### src/rtl/frame_strobe_sequencer.sv
// Frame write sequencer: accepts one frame write, then walks SETUP -> STROBE -> HOLD
// to drive a one-hot, timed strobe toward the column tiles.
module frame_strobe_sequencer #(
  parameter int unsigned MaxFramesPerCol = 20,
  parameter int unsigned FrameBitsPerRow = 32,
  parameter int unsigned StrobeWidth     = 2
) (
  input  logic                       UserCLK,
  input  logic                       reset,
  input  logic                       cmd_valid,
  output logic                       cmd_ready,
  input  logic [4:0]                 cmd_addr,
  input  logic [FrameBitsPerRow-1:0] cmd_data,
  output logic [FrameBitsPerRow-1:0] FrameData,
  output logic [MaxFramesPerCol-1:0] FrameStrobe,
  output logic                       done,
  output logic                       addr_err,
  output logic [15:0]                frame_count
);

  typedef enum logic [1:0] {
    IDLE,
    SETUP,
    STROBE,
    HOLD
  } state_e;

  localparam logic [3:0] CntLast = 4'(StrobeWidth - 1);

  state_e                     state_q, state_d;
  logic [3:0]                 cnt_q, cnt_d;
  logic [4:0]                 addr_q, addr_d;
  logic [FrameBitsPerRow-1:0] data_q, data_d;
  logic [MaxFramesPerCol-1:0] strobe_q, strobe_d;
  logic                       ready_q, ready_d;
  logic                       done_q, done_d;
  logic                       err_q, err_d;
  logic [15:0]                count_q, count_d;
  logic                       addr_ok;

  assign addr_ok = 32'(cmd_addr) < MaxFramesPerCol;

  // Outputs are next-state decoded so every output is a flop; strobe is asserted
  // from the cycle the FSM enters STROBE and dropped on the edge into HOLD.
  always_comb begin
    state_d  = state_q;
    cnt_d    = cnt_q;
    addr_d   = addr_q;
    data_d   = data_q;
    strobe_d = '0;
    done_d   = 1'b0;
    err_d    = err_q;
    count_d  = count_q;
    unique case (state_q)
      IDLE: begin
        if (cmd_valid) begin
          if (addr_ok) begin
            addr_d  = cmd_addr;
            data_d  = cmd_data;
            state_d = SETUP;
          end else begin
            err_d = 1'b1;
          end
        end
      end
      SETUP: begin
        state_d  = STROBE;
        cnt_d    = '0;
        strobe_d = MaxFramesPerCol'(1) << addr_q;
      end
      STROBE: begin
        if (cnt_q == CntLast) begin
          state_d = HOLD;
          done_d  = 1'b1;
          count_d = count_q + 16'd1;
        end else begin
          cnt_d    = cnt_q + 4'd1;
          strobe_d = MaxFramesPerCol'(1) << addr_q;
        end
      end
      HOLD: begin
        state_d = IDLE;
      end
      default: begin
        state_d = IDLE;
      end
    endcase
    ready_d = (state_d == IDLE);
  end

  always_ff @(posedge UserCLK or posedge reset) begin
    if (reset) begin
      state_q  <= IDLE;
      cnt_q    <= '0;
      addr_q   <= '0;
      data_q   <= '0;
      strobe_q <= '0;
      ready_q  <= 1'b1;
      done_q   <= 1'b0;
      err_q    <= 1'b0;
      count_q  <= '0;
    end else begin
      state_q  <= state_d;
      cnt_q    <= cnt_d;
      addr_q   <= addr_d;
      data_q   <= data_d;
      strobe_q <= strobe_d;
      ready_q  <= ready_d;
      done_q   <= done_d;
      err_q    <= err_d;
      count_q  <= count_d;
    end
  end

  assign cmd_ready   = ready_q;
  assign FrameData   = data_q;
  assign FrameStrobe = strobe_q;
  assign done        = done_q;
  assign addr_err    = err_q;
  assign frame_count = count_q;

endmodule

### config.mk
export PLATFORM = sky130hd
export DESIGN_NAME = frame_strobe_sequencer
export DESIGN_NICKNAME = d
export VERILOG_FILES = /design/src/rtl/frame_strobe_sequencer.sv
export SDC_FILE = /design/constraint.sdc
export NUM_CORES = 1
export LEC_CHECK = 0
export ABC_CLOCK_PERIOD_IN_PS = 3900
export BUFFER_PORTS_ARGS = -buffer_cell sky130_fd_sc_hd__clkbuf_2
export CORE_MARGIN = 2
export CORE_UTILIZATION = 35
export DETAILED_ROUTE_END_ITERATION = 12
export PLACE_DENSITY_LB_ADDON = 0.2
export SLEW_MARGIN = 0
export SYNTH_ARGS = -nofsm -noshare
export SYNTH_HDL_FRONTEND = slang
export SYNTH_SLANG_ARGS = --single-unit
### constraint.sdc
create_clock -name UserCLK -period 3.9 [get_ports UserCLK]
set_input_delay 0.39 -clock UserCLK [delete_from_list [all_inputs] [get_ports UserCLK]]
set_output_delay 0.39 -clock UserCLK [all_outputs]
set_load 0.05 [all_outputs]
Word-level counts from Yosys, hierarchy flattened
Cells that the tools add are included.
- bits in registers: 82
- output and inout port bits: 71
- word-level logic and storage cells: 36
- add/subtract/negate cells: 2
- $lt $le $gt $ge: 1
- equality and inequality tests: 5
- shift operators: 1
- muxes and demuxes: 10
- bitwise gates (word level): 1
- reductions and logical operators: 7
- operator list (kind ; number):
    $pmux 20 s2 ; 1
    $mux 20 ; 1
    $shl 1x5->20 const A ; 1
    $add 16x1->16 const B ; 1
    $pmux 2 s4 ; 1
    $pmux 4 s2 ; 1
    $mux 2 ; 3
    $reduce_and 3->1 ; 2
    $lt 5x5->1 const B ; 1
    $add 4x1->4 const B ; 1
    $eq 2x2->1 const B ; 2
    $eq 4x1->1 const B ; 1
    $logic_not 2->1 ; 2
    $mux 4 ; 1
    $reduce_and 2->1 ; 2
    $eq 2x1->1 const B ; 1
    $mux 1 ; 2
    $ne 2x2->1 const B ; 1
    $reduce_bool 2->1 ; 1
    $not 1->1 ; 1

Logic depth before layout (Yosys ltp)
Gate-level depths: netlist of the first run.
- depth after elaboration: 5
- gate-level depth with buffers: 8

Least setup slack after synthesis of the first run
Ideal clock, no wire load.
- path kind: flip-flop to flip-flop
- start point: reg state_q[0]
- end point: reg count_q[15], in the netlist frame_count[15]
- library setup time: 0.140 ns
- arrival time: 1.512 ns
- required time: 3.760 ns
- setup slack: 2.248 ns
- stages on the path, launching flop included: 9
- period minus slack after synthesis: 1.652 ns
- cells stage by stage: dfrtp_1 -> inv_1 -> ha_1 -> buf_4 -> and4bb_1 -> buf_6 -> and4_4 -> nand4_2 -> xnor2_1
- word-level cells in the longest chain between the ends: 2
- ends and longest elaborated chain (element ; line ; RTL):
    start: declaration ; 30 ; state_e state_q, state_d;
    start signal: assignment ; 103 ; state_q <= state_d;
    $eq 2x2->1 ; 54 ; unique case (state_q)
    $reduce_and 2->1 (no source line) ; n/a ;
    end signal: assignment ; 111 ; count_q <= count_d;
    end: declaration ; 38 ; logic [15:0] count_q, count_d;
Every way passes these cells.
A chain may end at the register's enable or synchronous reset.

Final worst setup path of the first run
- start point: reg state_q[0]
- end point: reg data_q[17], in the netlist FrameData[17]
- word-level cells in the longest chain between the ends: 2
- ends and longest elaborated chain (element ; line ; RTL):
    $logic_not 2->1 ; 54 ;
    $reduce_and 3->1 (no source line) ; n/a ;
    end signal: assignment ; 106 ; data_q <= data_d;
    end: declaration ; 33 ; logic [FrameBitsPerRow-1:0] data_q, data_d;
Every way passes these cells.

==> summary.log, run 1 <==
qor: synthesis.postSynthCellCount 239
qor: power.pwr-share-seq 37.0%
qor: synthesis.synth.cell_area 3200 sq um
qor: detailed_routing.route.detailed.wl_per_inst 13.4 um
qor: outcome.status complete, no violations
qor: detailed_routing.detail_route.wirelength 6250 um
qor: finish.layout-drive-gt1-share 47.2%
qor: power.vdd.ir_drop.worst 0.374 mV
qor: floorplanning.die_w 99.7 um
qor: synthesis.ys.flop_type sky130_fd_sc_hd__dfrtp_1
qor: global_route.grt_first_pass_wirelength 10600 um
qor: clock_tree.post_cts_sizing_count 0
qor: global_route.vias_in_the_first_global_route 2188
qor: timing.grt_setup_unrepaired no
qor: power.p_sw_share 46.2%
qor: finish.layout_filler_cell_count 845
qor: setup_path.critPathKind register to register
qor: synthesis.yosys_warnings 0
qor: floorplanning.core-area 8810 sq um
qor: setup_path.worstPathArrival 2.34 ns
qor: timing.finalHoldViolations 0
qor: detailed_routing.drt_first_iter_violations 111
qor: synthesis.synth.net_count 285
qor: synthesis.post_synth_edffs 0
qor: power.power.switching 1580 uW
qor: clock_tree.post-cts-setup-buffers 0
qor: clock_tree.cts_tree yes
qor: setup_path.timing.critical_path.required 4.13 ns
qor: global_route.grt_max_degree 51
qor: synthesis.yosysTopAreaCellShare 63.3%
qor: timing.fmaxAchievable 473 MHz
qor: finish.design.final.nets 400
qor: finish.area_of_combinational_cells_with_multiple_inputs 1080 sq um
qor: finish.post-route-util 45.9%
qor: power.p_int 1850 uW
qor: power.post-layout-total-power 3430 uW
qor: finish.stdcell_area 4040 sq um
qor: detailed_routing.firstDrtPassIters 4
qor: floorplanning.start_util 36.4%
qor: power.power_per_cell_area 849 nW/um^2
qor: floorplanning.die-height 99.7 um
qor: floorplanning.floorplan.rows 34
qor: finish.post_synthesis_to_final_layout_area_growth 26.2%
qor: clock_tree.cts-buffers-inserted 9
qor: timing.clock_skew 0.00776 ns
qor: detailed_routing.ant_nets 0
qor: timing.setup-tns-final 0 ns
qor: clock_tree.cts_max_level 3
qor: timing.layout_worst_path_cycle_share 54.2%
qor: floorplanning.full_die_area 9940 sq um
qor: synthesis.post_synth.cell_area_avg 13.4 sq um
qor: power.power_frac_clock 17.1%
qor: setup_path.end_kind register
qor: floorplanning.ios 111
qor: setup_path.critical_path.startpoint_type register
qor: placed_design.port-buffer-count 110
qor: clock_tree.cts_num_sinks 82
qor: setup_path.crit_path_max_fanout 38
qor: timing.slew_headroom 39.8%
qor: placed_design.gp_routability_congestion 0.777
qor: timing.final-max-slew-violation-count 0
qor: synthesis.synth_area_leader_cell sky130_fd_sc_hd__dfrtp_1
qor: placed_design.placed_cell_area 3860 sq um
qor: synthesis.asyncSetResetFlopFracSynth 100%
qor: clock_tree.clk_pin_slew 0.08 ns
qor: finish.final-seq-area 2050 sq um
qor: clock_tree.clockRootBuffer sky130_fd_sc_hd__clkbuf_8
qor: synthesis.synth.top_cells.by_area sky130_fd_sc_hd__dfrtp_1 63%, sky130_fd_sc_hd__mux2_2 13%, sky130_fd_sc_hd__nor2_1 3.4%
qor: power.gate_power_share 46.0%
qor: timing.fin_ws 1.78 ns
qor: timing.worst-slew-pin-transition 0.902 ns
qor: detailed_routing.route.detailed.vias_per_inst 4.72
qor: global_route.global_route_usage_sum 13.6%
qor: synthesis.yosys.cell_types.count 34
qor: flow_run.drv_cap 0
qor: global_route.grt-ovfl-total 0
qor: global_route.grt_antenna_before_repair 0
qor: detailed_routing.vias 2198
qor: finish.antenna_cells_inserted 0
qor: synthesis.portion_of_the_post_synthesis_area_used_by_sequential_elements 64.1%
qor: clock_tree.clk-insertion-delay-late 0.34 ns
qor: synthesis.synth-seq-cells 82
qor: min_path.min_path_type input port to asynchronous set/reset pin
qor: timing.report.final.setup_viol 0
qor: clock_tree.cts_hold_buf 0
qor: clock_tree.ctsLongestPathBuffers 2
qor: detailed_routing.drt_drc_violations_left 0
qor: placed_design.post-place-ws 1.70 ns
qor: placed_design.dpl.hpwl 4560 um
qor: timing.period_needed 2.12 ns
qor: power.p_leak 0.00208 uW
[kinds of logic after synthesis]
logic type	synth area share, %
adders and majority gates	2.34
DFF	64.1
xor gates and xnor gates	4.10
muxes	13.4
buffers and inverters	2.46
and+or+nand+nor	11.2
AOI/OAI and AO/OA	2.42
[metrics by stage]
stage,hold WS (ns),cells
after floorplan,0.514,239
after global placement,0.461,451
after detailed placement,0.466,451
after CTS,0.196,466
after global routing,0.245,466
final,0.166,466
[final cells by class]
cell class,instances,share of cell area [%]
Inverter,9,0.867
Multi-Input combinational cell,141,26.6
Clock inverter,5,1.39
Clock buffer,10,3.16
Sequential cell,82,50.8
Tap cell,108,3.34
Timing Repair Buffer,111,13.8
[synth_stat cells, drive strengths merged (2+ instances only)]
cell type / number
inv: 9
and3: 5
xor2: 6
nor2: 29
o22ai: 4
nand3: 5
xnor2: 9
nand4: 6
nand4b: 2
mux2: 38
and4: 2
dfrtp: 81
ha: 6
a21oi: 2
buf: 6
o21ai: 2
nand2: 15
nand3b: 2
[critical path, stage by stage (launching register included)]
cell                      delay [ns]
sky130_fd_sc_hd__dfrtp_1        0.40
sky130_fd_sc_hd__inv_1          0.09
sky130_fd_sc_hd__ha_1           0.23
sky130_fd_sc_hd__nand3_2        0.72
sky130_fd_sc_hd__mux2_2         0.56
[power groups by stage]
stage / Clock (uW) / Combinational [uW] / Sequential, uW
after global placement: 0 / 1570 / 1280
after CTS: 609 / 1600 / 1270
final: 585 / 1580 / 1270
after detailed placement: 0 / 1600 / 1280
after global routing: 643 / 1690 / 1310
after floorplan: 0 / 516 / 2010
[layout by cell type (no fill, tap or decap), drive strengths merged, types with 2 or more instances in the layout]
cell,count
ha,6
nand4,6
a21oi,2
xnor2,9
nand2,15
nand3b,2
inv,8
xor2,6
nand3,5
mux2,38
o22ai,4
nand4b,2
and3,5
dfrtp,81
clkbuf,120
and4,2
o21ai,2
clkinv,4
nor2,29
[worst paths after layout]
kind,end,startpoint,slack (ns),depth (start not counted)
hold reg to reg,frame_count[15],frame_count[15],0.48,1
min in group UserCLK,FrameData[21],cmd_data[21],0.27,2
setup reg to reg,FrameData[17],state_q[0],1.78,4
max in group asynchronous,cmd_ready,reset,2.79,3
setup / recovery,FrameData[17],state_q[0],1.78,4
hold / removal,FrameData[10],reset,0.17,2
[flip-flops by register name (all words and copies together), names as in the netlist]
signal,cells
FrameData,32
FrameStrobe,20
addr_err,1
addr_q,5
cmd_ready,1
cnt_q,4
done,1
frame_count,16
state_q,2
[routing by layer]
metal / GRT usage [%] / share of wire [%] / vias up
met3: 4.43 / 8.0 / 8
li1: - / - / 1039
met5: 0 / 0 / -
met4: 6.01 / 1.6 / 0
met2: 20.5 / 45 / 81
met1: 18.1 / 45 / 1070
(Power assumes the default switching activity.)
==> run 2, diff against run 1 <==
--- a/config.mk
+++ b/config.mk
@@ -5,7 +5,7 @@
 export SDC_FILE = /design/constraint.sdc
 export NUM_CORES = 1
 export LEC_CHECK = 0
-export ABC_CLOCK_PERIOD_IN_PS = 3900
+export ABC_CLOCK_PERIOD_IN_PS = 1950
 export BUFFER_PORTS_ARGS = -buffer_cell sky130_fd_sc_hd__clkbuf_2
 export CORE_MARGIN = 2
 export CORE_UTILIZATION = 35
==> constraint.sdc (replaced) <==
create_clock -name UserCLK -period 1.95 [get_ports UserCLK]
set_input_delay 0.195 -clock UserCLK [delete_from_list [all_inputs] [get_ports UserCLK]]
set_output_delay 0.195 -clock UserCLK [all_outputs]
set_load 0.05 [all_outputs]
==> summary.log, run 2 (synthesis results as in run 1) <==
qor: outcome.status complete, no violations [unchanged]
qor: clock_tree.clk_pin_slew 0.09 ns [was 0.08 ns]
qor: floorplanning.floorplan.rows 34 [unchanged]
qor: setup_path.critPathKind register to register [unchanged]
qor: timing.period_needed 1.71 ns [was 2.12 ns]
qor: placed_design.port-buffer-count 110 [unchanged]
qor: clock_tree.post_cts_sizing_count 0 [unchanged]
qor: clock_tree.cts-buffers-inserted 9 [unchanged]
qor: finish.post_synthesis_to_final_layout_area_growth 29.4% [was 26.2%]
qor: setup_path.r2r.worst_path.cells 6 [was 4]
qor: global_route.grt-ovfl-total 0 [unchanged]
qor: floorplanning.die_w 99.7 um [unchanged]
qor: detailed_routing.vias 2216 [was 2198]
qor: floorplanning.full_die_area 9940 sq um [unchanged]
qor: detailed_routing.top_layer met4 [unchanged]
qor: global_route.grt_max_degree 39 [was 51]
qor: clock_tree.ctsLongestPathBuffers 2 [unchanged]
qor: timing.finalHoldViolations 0 [unchanged]
qor: detailed_routing.drt_first_iter_violations 56 [was 111]
qor: min_path.min_path_type input port to register [was input port to asynchronous set/reset pin]
qor: timing.final-max-slew-violation-count 0 [unchanged]
qor: timing.layout_worst_path_cycle_share 87.4% [was 54.2%]
qor: min_path.count_of_cells_along_the_worst_hold_path 2
qor: clock_tree.post-cts-setup-buffers 0 [unchanged]
qor: finish.largest_reg_flops 32 [unchanged]
qor: timing.report.final.setup_viol 0 [unchanged]
qor: setup_path.timing.critical_path.required 2.18 ns [was 4.13 ns]
qor: timing.worst_hold_slack 0.0703 ns [was 0.166 ns]
qor: placed_design.gp_routability_congestion 0.764 [was 0.777]
qor: timing.worst-slew-pin-transition 0.520 ns [was 0.902 ns]
qor: setup_path.crit_path_max_fanout 5 [was 38]
qor: timing.grt_setup_unrepaired no [unchanged]
qor: detailed_routing.wirelength_met1 2840 um [about the same]
qor: detailed_routing.route.detailed.vias_per_inst 4.69 [was 4.72]
qor: clock_tree.cts_tree yes [unchanged]
qor: detailed_routing.firstDrtPassIters 4 [unchanged]
qor: timing.setup-tns-final 0 ns [unchanged]
qor: setup_path.critical_path.startpoint_type register [unchanged]
qor: global_route.grt_first_pass_wirelength 10600 um [about the same]
qor: setup_path.end_kind register [unchanged]
qor: finish.layout-drive-gt1-share 48.1% [was 47.2%]
qor: flow_run.drv_cap 0 [unchanged]
qor: finish.design.final.nets 406 [was 400]
qor: power.post-layout-total-power 7060 uW [was 3430 uW]
qor: power.vdd.ir_drop.worst 0.795 mV [was 0.374 mV]
qor: detailed_routing.route.detailed.wl_per_inst 13.4 um [about the same]
qor: timing.slew_headroom 65.2% [was 39.8%]
qor: clock_tree.cts_num_sinks 82 [unchanged]
qor: floorplanning.core-area 8810 sq um [unchanged]
qor: power.power_per_cell_area 1700 nW/um^2 [was 849 nW/um^2]
qor: global_route.global_route_usage_sum 13.7% [was 13.6%]
qor: finish.mostFrequentLayoutCells 110 x sky130_fd_sc_hd__clkbuf_2, 81 x sky130_fd_sc_hd__dfrtp_1, 38 x sky130_fd_sc_hd__mux2_2 [unchanged]
qor: floorplanning.start_util 36.4% [unchanged]
qor: clock_tree.clk-insertion-delay-late 0.35 ns [was 0.34 ns]
qor: detailed_routing.detail_route.wirelength 6330 um [was 6250 um]
qor: clock_tree.cts_max_level 3 [unchanged]
qor: global_route.vias_in_the_first_global_route 2200 [was 2188]
qor: setup_path.worstPathArrival 1.93 ns [was 2.34 ns]
qor: finish.antenna_cells_inserted 0 [unchanged]
qor: finish.mostFrequentLayoutCell sky130_fd_sc_hd__clkbuf_2 [unchanged]
qor: placed_design.dpl.hpwl 4800 um [was 4560 um]
qor: clock_tree.clockRootBuffer sky130_fd_sc_hd__clkbuf_8 [unchanged]
qor: detailed_routing.wl_met2 2860 um [was 2810 um]
qor: timing.fmaxAchievable 586 MHz [was 473 MHz]
qor: power.p_leak 0.00213 uW [was 0.00208 uW]
qor: timing.clock_skew 0.0135 ns [was 0.00776 ns]
qor: floorplanning.die-height 99.7 um [unchanged]
qor: floorplanning.ios 111 [unchanged]
qor: detailed_routing.ant_nets 0 [unchanged]
qor: clock_tree.cts_hold_buf 1 [was 0]
qor: detailed_routing.dr_wl_met3 532 um [was 499 um]
qor: global_route.grt_antenna_before_repair 0 [unchanged]
qor: detailed_routing.drt_drc_violations_left 0 [unchanged]
-- run 2: area by class of cell --
class	count	area, sq um
repair buffers	117	631
multi-input cells	141	1080
flip-flops and latches	82	2050
well taps	108	135
clock inverters	6	90.1
clock buffers	9	124
inverters	9	37.5
fillers	848	4660
-- run 2: report_power, final --
group,switching [uW],internal [uW],total (uW)
Combinational,2290,920,3200
Sequential,319,2220,2540
Clock,594,718,1310
Total,3200,3860,7060
-- run 2: metal layers --
metal  track usage [%]  vias to the layer above
li1                  -                     1053
met1              18.3                     1067
met2              19.9                       88
met3              5.20                        8
met4              6.01                        0
met5                 0                        -
-- run 2: metrics by stage --
step | std cells | instance area [sq um] | util (%) | worst slack [ns]
2_1_floorplan | 239 | 3210 | - | 0.298
3_3_place_gp | 456 | 3920 | 44.6 | 0.301
3_5_place_dp | 456 | 3920 | 44.6 | 0.238
4_1_cts | 472 | 4150 | 47.1 | 0.237
5_1_grt | 472 | 4150 | 47.1 | 0.121
6_report | 472 | 4150 | 47.1 | 0.245
-- run 2: final timing paths --
check	endpoint	from	slack, ns
setup / recovery	FrameStrobe[5]	cnt_q[1]	0.24
hold / removal	FrameData[10]	cmd_data[10]	0.07
setup reg to reg	FrameStrobe[5]	cnt_q[1]	0.24
hold reg to reg	frame_count[15]	frame_count[15]	0.47
max in group asynchronous	cmd_ready	reset	0.95
min in group asynchronous	FrameData[12]	reset	0.42
-- run 2: critical path, stage by stage, from the launching register on --
cell	delay [ns]
sky130_fd_sc_hd__dfrtp_1	0.41
sky130_fd_sc_hd__inv_1	0.09
sky130_fd_sc_hd__ha_1	0.17
sky130_fd_sc_hd__or3b_1	0.41
sky130_fd_sc_hd__a21o_1	0.24
sky130_fd_sc_hd__nand4b_1	0.20
sky130_fd_sc_hd__nor2_1	0.08
